===== src/rtl/serial_adder_ctrl_pkg.sv =====
// Shared types and constants for the bit-serial adder controller.
// Holds the FSM state encoding and the default operand width.
package serial_adder_ctrl_pkg;

    localparam int DEFAULT_W = 8;

    typedef enum logic [1:0] {
        IDLE = 2'b00,
        RUN  = 2'b01,
        DONE = 2'b10
    } state_t;

endpackage


===== src/rtl/serial_adder_ctrl_fa_cell.sv =====
// 1-bit full adder built purely from 2-input nand gates.
// Combinational, no state, no flow control.
module fa_cell (
    input  logic a,
    input  logic b,
    input  logic cin,
    output logic sum,
    output logic cout
);

    logic n1, n2, n3, x1, n4, n5, n6;

    // Classic 9-gate form: x1 = a^b, sum = x1^cin, cout = ab | x1&cin.
    nand g1 (n1, a, b);
    nand g2 (n2, a, n1);
    nand g3 (n3, b, n1);
    nand g4 (x1, n2, n3);
    nand g5 (n4, x1, cin);
    nand g6 (n5, x1, n4);
    nand g7 (n6, cin, n4);
    nand g8 (sum, n5, n6);
    nand g9 (cout, n4, n1);

endmodule


===== src/rtl/serial_adder_ctrl.sv =====
// Bit-serial adder: {cout,sum} = a + b + cin, LSB first, one bit per cycle.
// Latency W+1 cycles from accept to done; start is ignored while busy.
module serial_adder_ctrl
    import serial_adder_ctrl_pkg::*;
#(
    parameter int W = DEFAULT_W
) (
    input  logic         clk,
    input  logic         rst,
    input  logic         start,
    input  logic [W-1:0] a,
    input  logic [W-1:0] b,
    input  logic         cin,
    output logic         busy,
    output logic         done,
    output logic [W-1:0] sum,
    output logic         cout
);

    localparam int CW = (W > 1) ? $clog2(W) : 1;

    state_t         state;
    state_t         state_nxt;
    logic [W-1:0]   a_sr;
    logic [W-1:0]   b_sr;
    logic           carry;
    logic [CW-1:0]  cnt;
    logic           last;
    logic           fa_s;
    logic           fa_c;

    assign last = (cnt == CW'(W - 1));
    assign cout = carry;

    fa_cell u_fa (
        .a    (a_sr[0]),
        .b    (b_sr[0]),
        .cin  (carry),
        .sum  (fa_s),
        .cout (fa_c)
    );

    // Outputs decode from registered state only, so start never reaches them.
    always_comb begin
        state_nxt = state;
        busy      = 1'b0;
        done      = 1'b0;
        case (state)
            IDLE: begin
                if (start) state_nxt = RUN;
            end
            RUN: begin
                busy = 1'b1;
                if (last) state_nxt = DONE;
            end
            DONE: begin
                busy      = 1'b1;
                done      = 1'b1;
                state_nxt = IDLE;
            end
            default: state_nxt = IDLE;
        endcase
    end

    always_ff @(posedge clk) begin
        if (rst) begin
            state <= IDLE;
            a_sr  <= '0;
            b_sr  <= '0;
            carry <= 1'b0;
            cnt   <= '0;
            sum   <= '0;
        end else begin
            state <= state_nxt;
            case (state)
                IDLE: begin
                    if (start) begin
                        a_sr  <= a;
                        b_sr  <= b;
                        carry <= cin;
                        cnt   <= '0;
                        sum   <= '0;
                    end
                end
                RUN: begin
                    // New bit enters at the MSB so W shifts leave sum aligned.
                    sum   <= W'({fa_s, sum} >> 1);
                    carry <= fa_c;
                    a_sr  <= a_sr >> 1;
                    b_sr  <= b_sr >> 1;
                    if (!last) cnt <= cnt + CW'(1);
                end
                default: ;
            endcase
        end
    end

endmodule


===== config.mk =====
export PLATFORM = sky130hd
export DESIGN_NAME = serial_adder_ctrl
export DESIGN_NICKNAME = d
export VERILOG_FILES = /design/src/rtl/serial_adder_ctrl_pkg.sv /design/src/rtl/serial_adder_ctrl_fa_cell.sv /design/src/rtl/serial_adder_ctrl.sv
export SDC_FILE = /design/constraint.sdc
export NUM_CORES = 1
export LEC_CHECK = 0
export CAP_MARGIN = 20
export CORE_ASPECT_RATIO = 2
export CORE_MARGIN = 3
export CORE_UTILIZATION = 51
export CTS_BUF_LIST = sky130_fd_sc_hd__clkbuf_16
export DETAILED_ROUTE_END_ITERATION = 10
export GPL_TIMING_DRIVEN = 0
export PLACE_DENSITY = 0.79
export SLEW_MARGIN = 40
export SYNTH_ARGS = -nofsm -noshare
export SYNTH_HDL_FRONTEND = slang
export SYNTH_HIERARCHICAL = 1
export SYNTH_SLANG_ARGS = --single-unit

===== constraint.sdc =====
create_clock -name clk -period 4.7 [get_ports clk]
set_input_delay 0.94 -clock clk [delete_from_list [all_inputs] [get_ports clk]]
set_output_delay 0.94 -clock clk [all_outputs]
set_load 0.02 [all_outputs]

# --- Word-level counts from Yosys, hierarchy flattened ---
# Cells that the tools add are included.
word_totals:
  ff_bits: 30
  in_bits: 20
  out_inout_bits: 11
  word_cells: 53
classes:
  addsub: 1
  n_eq_ne: 6
  mux: 16
  bitwise_logic: 18
  reduce_logical: 6
ops:
  columns: ["operator", "n"]
  rows:
  - ["8-bit one-hot mux with 2 select lines", 3]
  - ["8-bit two-way mux", 3]
  - ["1-bit bitwise AND", 9]
  - ["1-bit NOT", 9]
  - ["3-bit two-way mux", 2]
  - ["2-bit inequality test (second input constant)", 3]
  - ["3-bit one-hot mux with 2 select lines", 1]
  - ["2-bit two-way mux", 2]
  - ["2-bit one-hot mux with 2 select lines", 1]
  - ["2-bit AND reduction", 2]
  - ["3-bit by 1-bit adder with 3-bit output (second input constant)", 1]
  - ["3-bit == test (second input constant)", 1]
  - ["1-bit two-way mux", 3]
  - ["3-bit AND reduction", 1]
  - ["2-bit by 1-bit == test with 1-bit output (second input constant)", 1]
  - ["2-bit == test (second input constant)", 1]
  - ["2-bit logical NOT", 1]
  - ["1-bit one-hot mux with 2 select lines", 1]
  - ["2-bit nonzero test", 1]
  - ["2-bit OR reduction", 1]

# --- Logic depth before layout (Yosys ltp) ---
# Gate-level depths: netlist of run 1.
depth:
  depth_word: 13
  depth_mapped: 7

# --- By module ---
# The synthesis of run 1 kept the hierarchy.
modules_own_cells:
  columns: ["module", "instances", "cells_per_inst", "area_per_inst_um2", "seq_area_each_um2"]
  rows:
  - ["serial_adder_ctrl", 1, 146, 1527.7, 600.6]
  - ["fa_cell", 1, 1, 20.0, 0.0]

# --- Worst setup path before layout of run 1 ---
# Ideal clock, no wire load.
synth_timing:
  path_type: "input port to flip-flop"
  start: "input rst"
  end: "register state[0]"
  setup_ns: 0.146
  arrival_time_ns: 1.625
  path_slack_ns: 2.930
  stages: 3
  n_path_buf: 2
  cell_sequence: "buf_2 -> buf_1 -> a21oi_1"
synth_rtl:
  columns: ["item", "line_no", "text"]
  rows:
  - ["start, declared", "serial_adder_ctrl.sv:9", "input logic rst,"]
  - ["end signal, assigned", "serial_adder_ctrl.sv:74", "state <= state_nxt;"]
  - ["end, declared", "serial_adder_ctrl.sv:22", "state_t state;"]
# No word-level cell between the ends.

# --- Worst setup path after layout of run 1 ---
layout_timing:
  start: "register state[1]"
  end: "output busy"
layout_via:
  elab_chain_len: 3
layout_lines:
  columns: ["item", "line_no", "text"]
  rows:
  - ["2-bit by 1-bit == test with 1-bit output / 2-bit == test (equally long branches)", "serial_adder_ctrl.sv:48", "case (state)"]
  - ["2-bit OR reduction (no source line) *", null, null]
  - ["1-bit two-way mux *", "serial_adder_ctrl.sv:48", null]
  - ["end, declared", "serial_adder_ctrl.sv:14", "output logic busy,"]
# Every way passes the cells marked *; elsewhere a longest branch is shown, timed or not.

==> parameters.txt, run 1 <==
Parameter                              Value

CTS
  Post-CTS setup-driven buffer insertion count ... 0
  Clock buffer depth ... 2
  CTS buffer count ... 5
  Hold Buf Count CTS ... 0
  Number of gates resized after cts ... 0
  Clock Latency Late Sink ... 0.27 ns
  TritonCTS sink count ... 30
  Post-CTS clock slew at the launch and capture registers of the worst setup and hold paths ... ~0.050 ns
  Root buffer cell ... sky130_fd_sc_hd__clkbuf_16
  Htree depth ... 2
  TritonCTS clock tree ... yes

Timing
  Final worst-path cycle share ... between 50 and 60%
  Final hold vios ... 0
  Final number of setup-violating endpoints ... 0
  Pin slew with the least headroom to its limit ... around 0.69 ns
  Layout Skew ... 0.00241 ns
  Setup TNS ... 0 ns
  Fmax ... just under 400 MHz
  Pins over their slew limit ... 0
  Slew margin rel. ... a little over half
  Clock period minus final worst setup slack ... 2.57 ns
  RSZ-0062 raised after global routing ... no

Floorplanning
  Initial standard-cell utilization of the core ... 54.5%
  Die ar. ... roughly 3800 sq um
  Area inside the core boundary ... around 2800 sq um
  Chip Height ... 83.9 um
  Standard-cell rows ... 27
  Die span in x ... 45.0 um
  I/O pin count ... 31

Route
  Remaining routing DRC violations ... 0
  TritonRoute pass-1 iters ... 4
  Routed wire per std cell ... about 15 um
  WL final ... 3280 um
  Via count ... roughly 1.2k
  Initial drt markers ... 23
  Number of nets with antenna violations after routing ... 0
  Vias per cell ... between 5 and 6

Cells and area
  Utilization after layout ... between 70 and 80%
  Number of antenna repair diodes ... 0
  Share of cells above drive strength 1 ... 22.3%
  Final instance area ... 2010 sq um
  Area growth from synthesis to final layout ... 30.0%
  Nets ... about 210
  Most frequent cells in the layout ... sky130_fd_sc_hd__dfxtp_1 (30), sky130_fd_sc_hd__clkdlybuf4s50_1 (29), sky130_fd_sc_hd__nor2_1 (19), sky130_fd_sc_hd__mux2i_1 (15), sky130_fd_sc_hd__a211oi_2 (15)
  Most frequent standard cell in the layout excluding fill and tap cells ... sky130_fd_sc_hd__dfxtp_1

Placement
  Count of buffers inserted at the top-level ports ... 29
  Weighted congestion reported at the end of routability-driven placement ... roughly 0.73
  Post-DP Area ... around 1900 sq um
  Post-DP HPWL ... around 2500 um

Worst setup path
  Data required time of the worst path ... ~3.8 ns
  Startpoint class of the critical path ... flip-flop
  Worst endpoint data arrival time ... between 1.5 and 2 ns
  CP Cell Sequence ... inv_1 > ha_1 > clkdlybuf4s50_1
  Kind of end point of the critical path ... primary output
  WS Path Type ... reg -> out
  Crit path max fanout ... 4
  Maximum cell stage delay along the critical path ... 0.60 ns
  Cell with the biggest individual delay on the critical path ... sky130_fd_sc_hd__clkdlybuf4s50_1

Power
  Peak supply drop ... ~0.3 mV
  Total power consumption of the routed design ... between 700 and 800 uW
  Power per standard cell area ... 388 nW/um^2
  Leak pwr ... approximately 0.74 nW

Hold path
  Tightest Hold Check Type ... reg -> reg

Yosys
  Cell count after synthesis ... approximately 150
  Top area cells in the synthesized netlist ... sky130_fd_sc_hd__dfxtp_1 (39%), sky130_fd_sc_hd__a211oi_2 (12%), sky130_fd_sc_hd__mux2i_1 (9.7%), sky130_fd_sc_hd__ha_1 (5.7%), sky130_fd_sc_hd__nor2_1 (4.6%)
  Warnings, synthesis ... 6
  Post-synth EDFFs ... 0
  Number of different library cells in the post-synthesis netlist ... 31
  Top-area cell type share of the netlist area ... 38.8%
  Post-synthesis area per instance ... 10.5 sq um
  Post-synthesis sequential element count ... 30
  Post-synth top area cell ... sky130_fd_sc_hd__dfxtp_1
  Proportion of synthesized chip area in sequential cells ... between 30% and 40%
  Area of the mapped netlist ... about 1500 sq um
  Primary FF master, synth ... sky130_fd_sc_hd__dfxtp_1
  Number of nets produced by synthesis ... around 180
  Synth async-reset ratio ... 0%

Global routing
  Via count of the first global-routing pass ... between 1k and 1.5k
  GRT Overall Usage ... between 15 and 20%
  Wire length of the first global-routing pass ... roughly 5700 um
  Maximum number of pins on one net before global-route repair ... 11
  Number of antenna violations at the first check in global routing ... 0
  Global route total overflow ... 0

Outcome
  Outcome ... finished clean

Job
  Max-cap viol count ... 0
sequential cells by signal, indices dropped and copies added (netlist names):
register and count:
a_sr 8, b_sr 8, sum 8, cnt 3
state 2, cout 1
cell usage after synthesis (2+ instances only):
cell type,n
sky130_fd_sc_hd__a211oi_2,15
sky130_fd_sc_hd__nand2_1,8
sky130_fd_sc_hd__dfxtp_1,30
sky130_fd_sc_hd__o311ai_0,3
sky130_fd_sc_hd__buf_4,2
sky130_fd_sc_hd__o41ai_1,3
sky130_fd_sc_hd__inv_1,3
sky130_fd_sc_hd__buf_12,2
sky130_fd_sc_hd__ha_1,7
sky130_fd_sc_hd__nand3_2,5
sky130_fd_sc_hd__buf_2,3
sky130_fd_sc_hd__a22oi_1,2
sky130_fd_sc_hd__a21oi_2,5
sky130_fd_sc_hd__nor2_1,19
sky130_fd_sc_hd__mux2i_1,15
sky130_fd_sc_hd__nand3_1,6
sky130_fd_sc_hd__a21oi_1,5
critical path, delay by kind of cell, from the launching register on:
family / cells / cell delay, ns
adders and majority gates: 1 / 0.28
buffers and inverters: 2 / 0.70
DFF: 1 / 0.37
area by class of cell:
class | count | area, sq um
multi-input cells | 104 | 847
fillers | 234 | 826
flip-flops and latches | 30 | 601
repair buffers | 29 | 290
clock buffers | 5 | 125
plain buffers | 10 | 88.8
well taps | 29 | 36.3
clock inverters | 3 | 12.5
inverters | 3 | 11.3
metal layers:
metal,GRT usage (%),share of wire [%]
met1,20.5,37
met2,35.7,56
met3,4.54,4.1
met4,8.80,2.0
met5,0,0
worst paths after layout:
| path | from | end | slack (ns) | cells after the start |
|---|---|---|---|---|
| max | state[1]$_SDFFE_PP0P_ | busy | 2.13 | 3 |
| min | sum[0]$_SDFFE_PP0P_ | sum[0]$_SDFFE_PP0P_ | 0.46 | 2 |
| max reg2reg | state[1]$_SDFFE_PP0P_ | cnt[0]$_SDFFE_PP0P_ | 2.95 | 6 |
| min reg2reg | sum[0]$_SDFFE_PP0P_ | sum[0]$_SDFFE_PP0P_ | 0.46 | 2 |
logic make-up (layout without fill, tap and decap cells):
family	Yosys count	after routing	synth area share, %
AND/OR/NAND/NOR	44	44	14.5
AO/OA/AOI/OAI	35	35	21.7
flip-flops	30	30	38.8
multiplexers	17	17	11.6
buffers and inverters	13	50	6.47
adder cells (fa/ha/maj)	8	8	6.95
report_power, final:
group          total [mW]  internal [mW]  leakage, nW  switching, mW
combinational       0.191         0.0897        0.421          0.102
clock               0.297          0.191       0.0724          0.106
sequential          0.293          0.278        0.246         0.0145
total               0.781          0.559        0.740          0.222
through the flow:
stage	worst slack [ns]	hold slack, ns	instances
after floorplan	2.93	0.462	147
after global placement	2.40	0.442	205
after detailed placement	2.36	0.460	205
after CTS	2.14	0.464	213
after global routing	2.06	0.496	213
final	2.13	0.458	213
Note: power is estimated with default switching activity, not from simulation.
==> run 2, diff against run 1 <==
--- a/config.mk
+++ b/config.mk
@@ -8,11 +8,11 @@
 export CAP_MARGIN = 20
 export CORE_ASPECT_RATIO = 2
 export CORE_MARGIN = 3
-export CORE_UTILIZATION = 51
+export CORE_UTILIZATION = 46
 export CTS_BUF_LIST = sky130_fd_sc_hd__clkbuf_16
 export DETAILED_ROUTE_END_ITERATION = 10
 export GPL_TIMING_DRIVEN = 0
-export PLACE_DENSITY = 0.79
+export PLACE_DENSITY = 0.75
 export SLEW_MARGIN = 40
 export SYNTH_ARGS = -nofsm -noshare
 export SYNTH_HDL_FRONTEND = slang
==> constraint.sdc (replaced) <==
create_clock -name clk -period 2.1 [get_ports clk]
set_input_delay 0.42 -clock clk [delete_from_list [all_inputs] [get_ports clk]]
set_output_delay 0.42 -clock clk [all_outputs]
set_load 0.02 [all_outputs]
==> run 2 against run 1 <==
First-iteration DRC count up 22%. Non-clock buffer count unchanged. Register-to-register slack lost 2.6 ns. Routed wire length down 1.7%. Setup slack got worse by 2.1 ns. Total power increased by 120%. Design area unchanged. Combinational power up 120%. Clock power up 120%. Critical path depth unchanged. Critical endpoint unchanged.
==> parameters.txt, run 2 (synthesized netlist as in run 1, its figures left out) <==
Parameter                              Value

Outcome
  Outcome ... finished clean

CTS
  TritonCTS sink count ... 30
  Clock Latency Late Sink ... around 0.27 ns
  TritonCTS clock tree ... yes
  CTS buffer count ... 5
  Htree depth ... 2
  Clock buffer depth ... 2
  Number of gates resized after cts ... 0
  Hold Buf Count CTS ... 0
  Post-CTS setup-driven buffer insertion count ... 0
  Post-CTS clock slew at the launch and capture registers of the worst setup and hold paths ... ~0.050 ns
  Root buffer cell ... sky130_fd_sc_hd__clkbuf_16

Power
  Relative contribution of sequential cells to total power ... ~38%
  Leak pwr ... 0.737 nW
  Internal power ... roughly 1.2 mW
  Clock share of power ... between 30 and 40%
  Power per standard cell area ... approximately 860 nW/um^2
  Switching portion of total power ... 27.8%
  Switching power ... about 480 uW
  Portion of total power attributed to combinational logic ... between 20 and 25%
  Peak supply drop ... about 0.64 mV

Floorplanning
  Standard-cell rows ... 29
  I/O pin count ... 31
  Die ar. ... just over 4000 sq um
  Die span in x ... about 47 um
  Initial standard-cell utilization of the core ... between 40 and 50%
  Area inside the core boundary ... between 3000 and 4000 sq um
  Chip Height ... between 80 and 90 um

Cells and area
  Most frequent standard cell in the layout excluding fill and tap cells ... sky130_fd_sc_hd__dfxtp_1
  Number of antenna repair diodes ... 0
  Post-route non-filler standard cell count ... around 210
  Share of cells above drive strength 1 ... a little under a quarter
  Nets ... ~210
  Most frequent cells in the layout ... sky130_fd_sc_hd__dfxtp_1 (30), sky130_fd_sc_hd__clkdlybuf4s50_1 (29), sky130_fd_sc_hd__nor2_1 (19), sky130_fd_sc_hd__mux2i_1 (15), sky130_fd_sc_hd__a211oi_2 (15)
  Top Registers ... a_sr (8), b_sr (8), sum (8)
  Final instance area ... ~2000 sq um
  Area growth from synthesis to final layout ... 30.0%

Placement
  Post-DP HPWL ... 2510 um
  Placed cell count ... 207
  Count of buffers inserted at the top-level ports ... 29
  Weighted congestion reported at the end of routability-driven placement ... between 0.8 and 0.9
  Post-DP Area ... around 1900 sq um
  Worst setup slack before clock tree synthesis ... ~0.28 ns

Worst setup path
  Worst r2r src ... state[1]$_SDFFE_PP0P_
  Data required time of the worst path ... approximately 1.7 ns
  Crit path max fanout ... 4
  Start point of the critical path ... state[0]$_SDFFE_PP0P_
  Startpoint class of the critical path ... flip-flop
  Slack of the worst reg-to-reg path ... between 0.3 and 0.4 ns
  Kind of end point of the critical path ... primary output
  Endpoint of the worst register-to-register path ... cnt[2]$_SDFFE_PP0P_
  Critical path endpoint ... busy
  Worst endpoint data arrival time ... 1.63 ns
  Cells on worst reg2reg path ... 6
  WS Path Type ... reg -> out

Route
  TritonRoute pass-1 iters ... 4
  Via count ... between 1k and 1.5k
  Initial drt markers ... 28
  Vias per cell ... approximately 5.6
  Remaining routing DRC violations ... 0
  Number of nets with antenna violations after routing ... 0
  Routed wire per std cell ... between 15 and 20 um
  WL final ... about 3200 um

Timing
  Fmax ... between 400 and 500 MHz
  Setup TNS ... 0 ns
  Final worst-path cycle share ... around 98%
  RSZ-0062 raised after global routing ... no
  Clock period minus final worst setup slack ... 2.05 ns
  Final hold vios ... 0
  Pins over their slew limit ... 0
  Worst Hold Margin ... about 0.46 ns
  Pin slew with the least headroom to its limit ... between 0.7 and 0.8 ns
  Slew margin rel. ... between 50% and 60%
  Min setup slack post-route ... roughly 0.047 ns
  Layout Skew ... around 0.005 ns
  Final number of setup-violating endpoints ... 0

Global routing
  Number of antenna violations at the first check in global routing ... 0
  Wire length of the first global-routing pass ... between 5000 and 6000 um
  Maximum number of pins on one net before global-route repair ... 11
  Global route total overflow ... 0
  GRT Overall Usage ... 18.1%
  Via count of the first global-routing pass ... between 1k and 1.5k

Job
  Max-cap viol count ... 0

Hold path
  Tightest Hold Check Type ... reg -> reg
run 2: cell types whose count changed in the layout (fill, tap and decap cells not counted):
cell / before / now
sky130_fd_sc_hd__clkinv_1: 1 / 0
sky130_fd_sc_hd__clkinv_2: 1 / 2
sky130_fd_sc_hd__inv_1: 4 / 3
run 2: power by group through the flow:
stage / sequential (mW) / combinational, mW / clock (mW)
2_1_floorplan: 0.663 / 0.317 / 0
3_3_place_gp: 0.663 / 0.413 / 0
3_5_place_dp: 0.667 / 0.429 / 0
4_1_cts: 0.657 / 0.431 / 0.662
5_1_grt: 0.662 / 0.467 / 0.687
6_report: 0.656 / 0.427 / 0.646
run 2: worst max-delay path: stages (launching register included):
cell and delay (ns):
sky130_fd_sc_hd__dfxtp_1 0.36, sky130_fd_sc_hd__inv_1 0.11, sky130_fd_sc_hd__ha_1 0.30, sky130_fd_sc_hd__clkdlybuf4s50_1 0.60
run 2: stage by stage:
| step | utilization (%) | power [mW] |
|---|---|---|
| final | 63.0 | 1.73 |
| after global routing | 63.0 | 1.82 |
| after CTS | 63.0 | 1.75 |
| after detailed placement | 58.8 | 1.10 |
| after global placement | 58.8 | 1.08 |
| after floorplan | - | 0.980 |
run 2: worst min-delay path by stage:
stage                                  endpoint  slack (ns)  cells past startpoint                   from
after detailed placement    sum[0]$_SDFFE_PP0P_        0.45                      2    sum[0]$_SDFFE_PP0P_
after CTS                   sum[0]$_SDFFE_PP0P_        0.46                      2    sum[0]$_SDFFE_PP0P_
after floorplan           state[1]$_SDFFE_PP0P_        0.46                      2  state[1]$_SDFFE_PP0P_
after global placement      sum[0]$_SDFFE_PP0P_        0.44                      2    sum[0]$_SDFFE_PP0P_
final                       sum[0]$_SDFFE_PP0P_        0.46                      2    sum[0]$_SDFFE_PP0P_
after global routing        sum[3]$_SDFFE_PP0P_        0.49                      2    sum[4]$_SDFFE_PP0P_
run 2: final cells by class:
class | instances | area (sq um)
inverters | 3 | 11.3
fillers | 266 | 1180
well taps | 31 | 38.8
multi-input cells | 104 | 847
repair buffers | 29 | 290
clock buffers | 5 | 125
flip-flops and latches | 30 | 601
clock inverters | 2 | 10.0
plain buffers | 10 | 88.8
run 2: per-layer routing:
layer	GRT usage (%)	part of all wire (%)
met2	32.8	56
met4	8.31	2.1
met5	0	0
met3	4.73	3.0
met1	17.9	39
